==> src/rtl/priority_arbiter_pkg.sv <==
// Shared constants, state encoding and helpers for the 8-way priority arbiter.
package arb_pkg;

  localparam int ARB_N   = 8;
  localparam int ARB_IDW = 3;
  localparam int HOLD_W  = 8;

  typedef enum logic {
    ST_IDLE  = 1'b0,
    ST_GRANT = 1'b1
  } arb_state_e;

  function automatic logic [ARB_N-1:0] onehot8(input logic [ARB_IDW-1:0] idx);
    logic [ARB_N-1:0] v;
    v = '0;
    v[idx] = 1'b1;
    return v;
  endfunction

endpackage

==> src/rtl/priority_arbiter_prio_enc8.sv <==
// Highest-set-bit encoder; idx is 0 when no bit is set.
module prio_enc8
  import arb_pkg::*;
(
  input  logic [7:0] in,
  output logic [2:0] idx,
  output logic       any
);

  always_comb begin
    idx = 3'd0;
    // Ascending scan so the last (highest) set bit wins.
    for (int i = 0; i < 8; i++) begin
      if (in[i]) idx = 3'(i);
    end
    any = |in;
  end

endmodule

==> src/rtl/priority_arbiter.sv <==
// 8-way fixed-priority arbiter with registered one-hot grant and per-owner hold timeout.
module priority_arbiter
  import arb_pkg::*;
#(
  parameter int N        = ARB_N,
  parameter int IDW      = ARB_IDW,
  parameter int MAX_HOLD = 16
) (
  input  logic           clk,
  input  logic           rst,
  input  logic [N-1:0]   req,
  output logic [N-1:0]   gnt,
  output logic [IDW-1:0] gnt_id,
  output logic           gnt_valid,
  output logic           timeout
);

  localparam logic              HOLD_EN   = (MAX_HOLD != 0);
  localparam logic [HOLD_W-1:0] HOLD_LAST = HOLD_W'((MAX_HOLD == 0) ? 0 : MAX_HOLD - 1);
  localparam logic [HOLD_W-1:0] HOLD_SAT  = '1;

  arb_state_e        state_q, state_d;
  logic [N-1:0]      gnt_q, gnt_d;
  logic [IDW-1:0]    gnt_id_q, gnt_id_d;
  logic [HOLD_W-1:0] hold_q, hold_d;
  logic              timeout_q, timeout_d;

  logic              owner_req, rel, expire, rearb;
  logic [N-1:0]      mask, req_masked;
  logic [2:0]        win_idx;
  logic              win_any;

  // Arbitration-point detection; kept apart from next-state logic so the
  // mask -> encoder -> next-state path stays acyclic.
  always_comb begin
    owner_req  = req[gnt_id_q];
    rel        = (state_q == ST_GRANT) && !owner_req;
    expire     = (state_q == ST_GRANT) && owner_req && HOLD_EN && (hold_q == HOLD_LAST);
    rearb      = (state_q == ST_IDLE) || rel || expire;
    mask       = expire ? onehot8(gnt_id_q) : '0;
    req_masked = req & ~mask;
  end

  prio_enc8 u_enc (
    .in  (req_masked),
    .idx (win_idx),
    .any (win_any)
  );

  always_comb begin
    state_d   = state_q;
    gnt_d     = gnt_q;
    gnt_id_d  = gnt_id_q;
    hold_d    = hold_q;
    timeout_d = 1'b0;
    if (rearb) begin
      // A release has priority over expiry, so timeout only fires when the owner still requests.
      timeout_d = expire;
      hold_d    = '0;
      if (win_any) begin
        state_d  = ST_GRANT;
        gnt_d    = onehot8(win_idx);
        gnt_id_d = win_idx;
      end else begin
        state_d  = ST_IDLE;
        gnt_d    = '0;
        gnt_id_d = '0;
      end
    end else if (hold_q != HOLD_SAT) begin
      hold_d = hold_q + 1'b1;
    end
  end

  always_ff @(posedge clk) begin
    if (rst) begin
      state_q   <= ST_IDLE;
      gnt_q     <= '0;
      gnt_id_q  <= '0;
      hold_q    <= '0;
      timeout_q <= 1'b0;
    end else begin
      state_q   <= state_d;
      gnt_q     <= gnt_d;
      gnt_id_q  <= gnt_id_d;
      hold_q    <= hold_d;
      timeout_q <= timeout_d;
    end
  end

  assign gnt       = gnt_q;
  assign gnt_id    = gnt_id_q;
  assign gnt_valid = |gnt_q;
  assign timeout   = timeout_q;

endmodule

==> config.mk <==
export PLATFORM = sky130hd
export DESIGN_NAME = priority_arbiter
export DESIGN_NICKNAME = d
export VERILOG_FILES = /design/src/rtl/priority_arbiter_pkg.sv /design/src/rtl/priority_arbiter_prio_enc8.sv /design/src/rtl/priority_arbiter.sv
export SDC_FILE = /design/constraint.sdc
export NUM_CORES = 1
export LEC_CHECK = 0
export BUFFER_PORTS_ARGS = -buffer_cell sky130_fd_sc_hd__buf_2
export CAP_MARGIN = 20
export CORE_MARGIN = 2
export CORE_UTILIZATION = 55
export DETAILED_ROUTE_END_ITERATION = 10
export GPL_TIMING_DRIVEN = 1
export MAX_ROUTING_LAYER = met4
export PLACE_DENSITY = 0.85
export SYNTH_ARGS = -nofsm -noshare
export SYNTH_HDL_FRONTEND = slang
export SYNTH_SLANG_ARGS = --single-unit
==> constraint.sdc <==
create_clock -name clk -period 3 [get_ports clk]
set_input_delay 0.6 -clock clk [delete_from_list [all_inputs] [get_ports clk]]
set_output_delay 0.6 -clock clk [all_outputs]
set_load 0.05 [all_outputs]
==> flow_summary.ini, run 1 <==
[status]
outcome = complete, no violations

[power_and_ir_drop]
switching_share_pct = 36.1
sequentialPowerShare_pct = 50.1
p_leak_uw = 0.000568
internal-power_uw = 398
finalPower_uw = 623
p_sw_uw = 225
power_frac_comb_pct = 27.7
ir_drop_mv = 0.331
power_density_nw_per_um2 = 424
p_clk_share_pct = 22.2

[final_layout]
final_util_pct = 65.2
areaGrowthSynthToFinish_pct = 9.30
fill_cells = 192
fin_cells = 208
drive_above_1_share_pct = 22.2
diodes = 0
regArea_sq_um = 420
layout.nets = 192
multi_input_area_sq_um = 851

[placement]
pre_cts_slack_ns = 0.344
routabilityCongestion = 0.937
placed_cells = 204
dpl.hpwl_um = 2320
io_buffers = 22

[setup_path]
critPathArrivalTime_ns = 2.92
cp_slowest_cell = dfxtp_1
end_kind = register
cp-start-kind = register
critPathMaxFanout = 12
cp_cell_sequence = mux4_2, mux2i_2, nor4_1, a211oi_1, nand2_1, a32o_1
worstSetupPathType = register to register
cp_num_buf_inv = 0
slowest_delay_ns = 0.68
cp_top_family = multiplexers
crit_required_ns = 3.22

[routing]
drt_iter0_drc = 53
ant_nets = 0
viasPerCell = 6.24
routedWlPerCell_um = 14.7
drtPass1Iterations = 4
route.final.wire_length_um = 3070
via_count = 1298
drcViolationCount = 0

[global_route]
grt_overflow = 0
antenna_found_initial = 0
grtUsageTotal_pct = 24.8
grt_pass1_vias = 1171
grt_pass1_wl_um = 5080
grt_max_degree = 13

[sta]
relSlewSlack_pct = 62.9
setup_ws_ns = 0.297
setup-violations-final = 0
period_share_pct = 90.1
clock_skew_ns = 0.00744
drv_slew = 0
fmax_ghz = 0.370
tns_ns = 0
rsz0062_at_grt = false
finalHoldViolCount = 0
tightest_slew_ns = 0.551
period_minus_slack_ns = 2.70

[logic_synthesis]
ys_async_sr_fraction_pct = 0
synthCells = 161
synth.area.mux_share_pct = 8.37
avgSynthCellArea_sq_um = 8.35
yosys_warnings = 0
synth_compound_area_share_pct = 21.4
synth.net_count = 172
synth-xor-area-share_pct = 2.60
ys_ff_latch = 21
ys_types = 49
syn_area_sq_um = 1350
seq_area_frac_synth_pct = 31.3
synth-simple-area-share_pct = 30.0
synth_top_flop_cell = dfxtp_1
synth_adder_area_share_pct = 0.930
synth_edf_count = 0
synth_top_family_by_area = simple AND/OR/NAND/NOR gates

[die]
core_area_sq_um = 2250
die_height_um = 53.5
rows = 17
io_pins = 23
die_area_sq_um = 2860
dieWidth_um = 53.5
start_util_pct = 59.7

[clock_tree]
htreeDepth = 1
cts_buffers = 3
ctsHoldBuffers = 0
post-cts-setup-buffers = 0
clk_pin_slew_ns = 0.12
cts_resized = 0
cts_root_buf = clkbuf_4
clock_latency_ns = 0.31
cts_num_sinks = 21
cts_tree = done
clk_path_buf_depth = 2

[min_path]
hold_path_class = register to register

[job]
cap_violations = 0
area by class of cell:
cell class,count,area share (%)
Multi-Input combinational cell,126,57.9
Timing Repair Buffer,22,7.49
Inverter,7,1.79
Clock inverter,1,0.340
Tap cell,28,2.38
Clock buffer,3,1.53
Sequential cell,21,28.6
sequential cells by signal (all words and copies together), names as in the netlist:
signal,count
timeout,1
hold_q,8
state_q,1
gnt_id,3
gnt,8
power groups by stage:
stage / Combinational (uW) / Sequential (uW) / Clock (uW)
floorplan: 122 / 332 / 0
global placement: 166 / 317 / 0
detailed placement: 171 / 318 / 0
CTS: 171 / 312 / 141
global route: 186 / 314 / 155
finish: 173 / 312 / 138
metal layers:
layer  wire [um]  track usage (%)  vias up
met5           0                -        -
met4          35             7.69        0
met3         205             3.67        7
met2        1410             38.9       59
met1        1410             32.8      589
li1            -                -      643
tightest hold or removal path: cells and delay by family, from the launching register on:
family | cells | cell delay (ns)
DFF | 1 | 0.34
AOI/OAI and AO/OA | 1 | 0.05
and+or+nand+nor | 1 | 0.06
final timing paths:
path	from	to	slack (ns)	cells after the start
setup / recovery	gnt_id[0]	gnt[2]	0.30	6
hold / removal	gnt[6]	gnt[6]	0.48	2
setup reg to reg	gnt_id[0]	gnt[2]	0.30	6
hold reg to reg	gnt[6]	gnt[6]	0.48	2
cells in the mapped netlist (all sizes together) (2+ instances only):
cell type  instances  share of area, %
a211oi             5               2.8
a21o               2               1.1
a21oi              9               3.3
a2bb2oi            2               1.3
a31oi              3               1.4
a32o               2               1.5
a41oi              2               2.7
and3               4               1.9
buf                5               3.0
clkbuf             2              0.56
dfxtp             21                31
inv                7               2.0
mux2               3               2.5
mux2i              3               2.5
mux4               2               3.3
nand2             14               3.9
nand2b             2              0.93
nand3              7               2.6
nand4              5               2.3
nor2              21               5.9
nor2b              2              0.93
nor3               5               1.9
nor4               5               2.3
o21ai              3               1.1
or2                2              0.93
or3                2               1.3
or3b               2               1.3
xor2               3               2.0
through the flow:
stage / instance area, sq um / hold WS (ns)
floorplan: 1350 / 0.479
global placement: 1440 / 0.455
detailed placement: 1440 / 0.470
CTS: 1470 / 0.487
global route: 1470 / 0.504
finish: 1470 / 0.485
placed cells by master (no fill, tap or decap), types with 4 or more instances in the layout:
cell type  count
buf_2         22
and3_1         4
nor3_1         5
nor4_1         5
inv_1          7
nand3_1        7
nand2_1       14
a211oi_1       5
dfxtp_1       21
a21oi_1        9
nand4_1        5
nor2_1        21
kinds of logic (layout without fill, tap and decap cells):
group           Yosys count  in the layout
xor+xnor                  4              4
flops                    21             21
simple gates             76             76
fa+ha+maj                 1              1
mux                       8              8
buf+inv                  14             33
compound gates           37             37
No activity file was read; power rests on OpenSTA's default activity.
==> run 2, diff against run 1 <==
Settings changed: CTS_BUF_LIST from default to sky130_fd_sc_hd__clkbuf_8 sky130_fd_sc_hd__clkbuf_16.
==> run 2 against run 1 <==
  * Clock skew down 0.0043 ns
  * Sequential share of layout area shrank 0.36 points
  * Final area rose by 1.3%
  * Wire length grew 0.88%
  * Power increased by 7.5%
  * Via count about the same
  * Sequential power hardly changed
  * Worst hold slack worse by 0.0040 ns
  * Largest power group unchanged
  * Highest routed layer unchanged
==> flow_summary.ini, run 2 (synthesis gave the netlist of run 1 again) <==
[routing]
route.final.wire_length_um = 3090
top_layer_used = met4
via_count = 1299
wl_met3_um = 191
routedWlPerCell_um = 14.9
drtPass1Iterations = 4
wl_met1_um = 1450
drt_iter0_drc = 70
drcViolationCount = 0
ant_nets = 0
viasPerCell = 6.25
dr_wl_met2_um = 1410

[clock_tree]
clk_pin_slew_ns = 0.08
cts_tree = done
cts_resized = 0
htreeDepth = 1
cts_buffers = 3
clock_latency_ns = 0.26
clk_path_buf_depth = 2
ctsHoldBuffers = 0
cts_root_buf = clkbuf_8
cts_num_sinks = 21
post-cts-setup-buffers = 0

[global_route]
grtUsageTotal_pct = 25.2
grt_max_degree = 13
grt_pass1_wl_um = 5110
grt_pass1_vias = 1186
antenna_found_initial = 0
grt_overflow = 0

[placement]
pre_cts_slack_ns = 0.344
dpl_cell_area_sq_um = 1440
dpl.hpwl_um = 2320
routabilityCongestion = 0.937
io_buffers = 22

[sta]
setup_ws_ns = 0.304
period_share_pct = 89.9
period_minus_slack_ns = 2.70
rsz0062_at_grt = false
setup-violations-final = 0
tightest_slew_ns = 0.556
relSlewSlack_pct = 62.6
fmax_ghz = 0.371
drv_slew = 0
finalHoldViolCount = 0
tns_ns = 0
clock_skew_ns = 0.00309

[setup_path]
end_kind = register
critPathArrivalTime_ns = 2.81
critPathMaxFanout = 12
crit_required_ns = 3.12
r2r-end = gnt_id[0]
worstSetupPathType = register to register
reg2reg_from = gnt_id[0]
reg2reg_depth = 6
cp-start-kind = register
slowest_delay_ns = 0.67
cp_cell_sequence = mux4_2, mux2i_2, nor3_1, or3_4, a41oi_4, a41oi_1
r2r_slack_ns = 0.30
cp_slowest_cell = dfxtp_1

[final_layout]
layout_commonest_cell = buf_2
regArea_sq_um = 420
multi_input_area_sq_um = 851
layout.nets = 192
areaGrowthSynthToFinish_pct = 10.7
postLayoutCellArea_sq_um = 1490
fill_cells = 185
diodes = 0
drive_above_1_share_pct = 22.2
final_cell_mix = buf_2 (22), nor2_1 (21), dfxtp_1 (21), nand2_1 (14), a21oi_1 (9)

[power_and_ir_drop]
p_leak_uw = 0.000576
internal-power_uw = 441
ir_drop_mv = 0.499
power_density_nw_per_um2 = 450
sequentialPowerShare_pct = 46.6
switching_share_pct = 34.2
power_frac_comb_pct = 25.7
p_clk_share_pct = 27.6
p_sw_uw = 229

[status]
outcome = complete, no violations

[min_path]
hold_depth = 2
hold_path_class = register to register
hold_path_end = gnt[6]
holdCritStartpoint = gnt[6]

[die]
start_util_pct = 59.7
core_area_sq_um = 2250
dieWidth_um = 53.5
die_height_um = 53.5
io_pins = 23
rows = 17
die_area_sq_um = 2860

[job]
cap_violations = 0
-- run 2: worst max path at each step --
stage,end,depth (start not counted),slack (ns),startpoint
global route,gnt[2],6,0.17,gnt_id[0]
finish,gnt_id[0],6,0.30,gnt_id[0]
CTS,gnt_id[0],6,0.34,gnt_id[0]
detailed placement,gnt_id[0],6,0.34,gnt_id[0]
global placement,gnt_id[0],7,0.42,req[5]
floorplan,gnt_id[0],7,0.37,gnt_id[0]
-- run 2: critical path: cells and delay by family (launching register included) --
family,cells,cell delay (ns)
DFF,1,0.67
and+or+nand+nor,2,0.49
AOI/OAI and AO/OA,2,0.43
muxes,2,0.95
-- run 2: layout make-up --
type / instances / share of cell area (%)
flip-flops and latches: 21 / 28.2
clock buffers: 3 / 2.77
multi-input cells: 126 / 57.1
clock inverters: 1 / 0.336
repair buffers: 22 / 7.39
well taps: 28 / 2.35
inverters: 7 / 1.76
-- run 2: routing by layer --
metal / up-vias / track usage [%]
li1: 640 / -
met1: 600 / 32.8
met2: 50 / 39.5
met3: 9 / 3.67
met4: 0 / 8.97
met5: - / -
-- run 2: metrics by stage --
step	utilization (%)	hold WS, ns	total power (uW)	cells
floorplan	-	0.479	454	161
CTS	66.0	0.483	671	208
finish	66.0	0.481	670	208
global placement	64.0	0.455	483	204
global route	66.0	0.501	703	208
detailed placement	64.0	0.470	489	204
-- run 2: power groups by stage --
stage | sequential (uW) | clock [uW] | combinational, uW
floorplan | 332 | 0 | 122
global placement | 317 | 0 | 166
detailed placement | 318 | 0 | 171
finish | 312 | 185 | 172
CTS | 311 | 189 | 171
global route | 314 | 203 | 186
==> run 3, diff against run 2 <==
Settings changed: BUFFER_PORTS_ARGS -buffer_cell sky130_fd_sc_hd__buf_2 to default, CORE_UTILIZATION 55 to 60, DONT_BUFFER_PORTS from default to 1, PLACE_DENSITY 0.85 to 0.83.
Clock period 3 ns to 3.2 ns, I/O delays scaled along.
==> run 3 against run 2 <==
  * Power fell by 8.0%
  * Combinational power fell by 17%
  * Die area fell by 7.7%
==> flow_summary.ini, run 3 (synthesis gave the netlist of run 1 again) <==
[final_layout]
layout.nets = 173
final_cell_mix = nor2_1 (21), dfxtp_1 (21), nand2_1 (14), a21oi_1 (9)
diodes = 0
areaGrowthSynthToFinish_pct = 4.19
fill_cells = 214
drive_above_1_share_pct = 13.0

[setup_path]
cp_num_buf_inv = 2
crit_required_ns = 3.31
cp-start-kind = register
worstSetupPathType = register to register
cp_top_family = compound AO/OA/AOI/OAI gates
setup.worst_path.start = gnt_id[0]
slowest_delay_ns = 0.44
cp_slowest_cell = dfxtp_1
end_kind = register
reg2reg_from = gnt_id[0]
cp_cell_sequence = buf_4, inv_1, a2111oi_0, a31oi_1, or3_4, a41oi_4, a41oi_1
critPathArrivalTime_ns = 2.67
critPathMaxFanout = 9

[sta]
rsz0062_at_grt = false
fmax_ghz = 0.391
period_share_pct = 80.0
setup-violations-final = 0
period_minus_slack_ns = 2.56
drv_slew = 0
relSlewSlack_pct = 62.1
tightest_slew_ns = 0.568
setup_ws_ns = 0.640
clock_skew_ns = 0.00421
finalHoldViolCount = 0
tns_ns = 0

[global_route]
grtUsageTotal_pct = 29.0
grt_max_degree = 13
grt_overflow = 0
grt_pass1_vias = 1239
antenna_found_initial = 0
grt_pass1_wl_um = 5560

[clock_tree]
cts_resized = 0
cts_tree = done
clk_pin_slew_ns = 0.08
cts_buffers = 3
cts_num_sinks = 21
htreeDepth = 1
clk_path_buf_depth = 2
ctsHoldBuffers = 0
post-cts-setup-buffers = 0
cts_root_buf = clkbuf_8
clock_latency_ns = 0.26

[routing]
route.final.wire_length_um = 3280
ant_nets = 0
viasPerCell = 6.50
drt_iter0_drc = 62
drtPass1Iterations = 4
drcViolationCount = 0
routedWlPerCell_um = 17.3
via_count = 1228

[die]
die_height_um = 51.3
rows = 17
dieWidth_um = 51.3
io_pins = 23
core_area_sq_um = 2170
die_area_sq_um = 2640
start_util_pct = 62.0

[placement]
pre_cts_slack_ns = 0.643
dpl.hpwl_um = 2500
io_buffers = 0
routabilityCongestion = 0.930

[power_and_ir_drop]
finalPower_uw = 616
internal-power_uw = 408
ir_drop_mv = 0.458
sequentialPowerShare_pct = 48.8
p_sw_uw = 208
p_clk_share_pct = 28.2
p_leak_uw = 0.000489
switching_share_pct = 33.8
power_density_nw_per_um2 = 440
power_frac_comb_pct = 23.0

[min_path]
hold_path_class = primary input to register
holdCritStartpoint = rst

[status]
outcome = complete, no violations

[job]
cap_violations = 0
-- run 3: changes by cell type in the layout (fill, tap and decap cells not counted) --
cell,change
buf_4,+3
buf_2,-22
-- run 3: power groups by stage --
stage	combinational (uW)	clock, uW	sequential, uW
after global routing	154	184	303
after global placement	135	0	306
final	142	174	301
after CTS	140	174	301
after detailed placement	140	0	307
after floorplan	115	0	311
-- run 3: worst paths after layout --
check,to,slack [ns],cells after the start
max reg2reg,gnt_id[0],0.64,7
max,gnt_id[0],0.64,7
min,state_q,0.43,1
min reg2reg,hold_q[6],0.53,2
-- run 3: worst reg2reg max path: stages, from the launching register on --
cell,delay [ns]
dfxtp_1,0.44
buf_4,0.31
inv_1,0.22
a2111oi_0,0.43
a31oi_1,0.14
or3_4,0.42
a41oi_4,0.29
a41oi_1,0.16
-- run 3: layout make-up --
class	count	area [sq um]	share of cell area (%)
Multi-Input combinational cell	126	851	60.7
Sequential cell	21	420	30.0
Clock buffer	3	41.3	2.95
Tap cell	28	35.0	2.50
Inverter	7	26.3	1.88
Timing Repair Buffer	3	22.5	1.61
Clock inverter	1	5.00	0.357
-- run 3: through the flow --
| step | util, % | cell area (sq um) | hold WS, ns | std cells |
|---|---|---|---|---|
| 2_1_floorplan | - | 1350 | 0.479 | 161 |
| 6_report | 64.6 | 1400 | 0.434 | 189 |
| 3_3_place_gp | 62.5 | 1360 | 0.498 | 185 |
| 4_1_cts | 64.6 | 1400 | 0.436 | 189 |
| 3_5_place_dp | 62.5 | 1360 | 0.520 | 185 |
| 5_1_grt | 64.6 | 1400 | 0.434 | 189 |
-- run 3: layer usage --
layer | wire length [um] | track usage (%) | vias to the layer above
li1 | - | - | 601
met5 | 0 | - | -
met3 | 244 | 4.68 | 2
met4 | 21 | 12.3 | 0
met1 | 1420 | 37.2 | 569
met2 | 1590 | 45.5 | 56
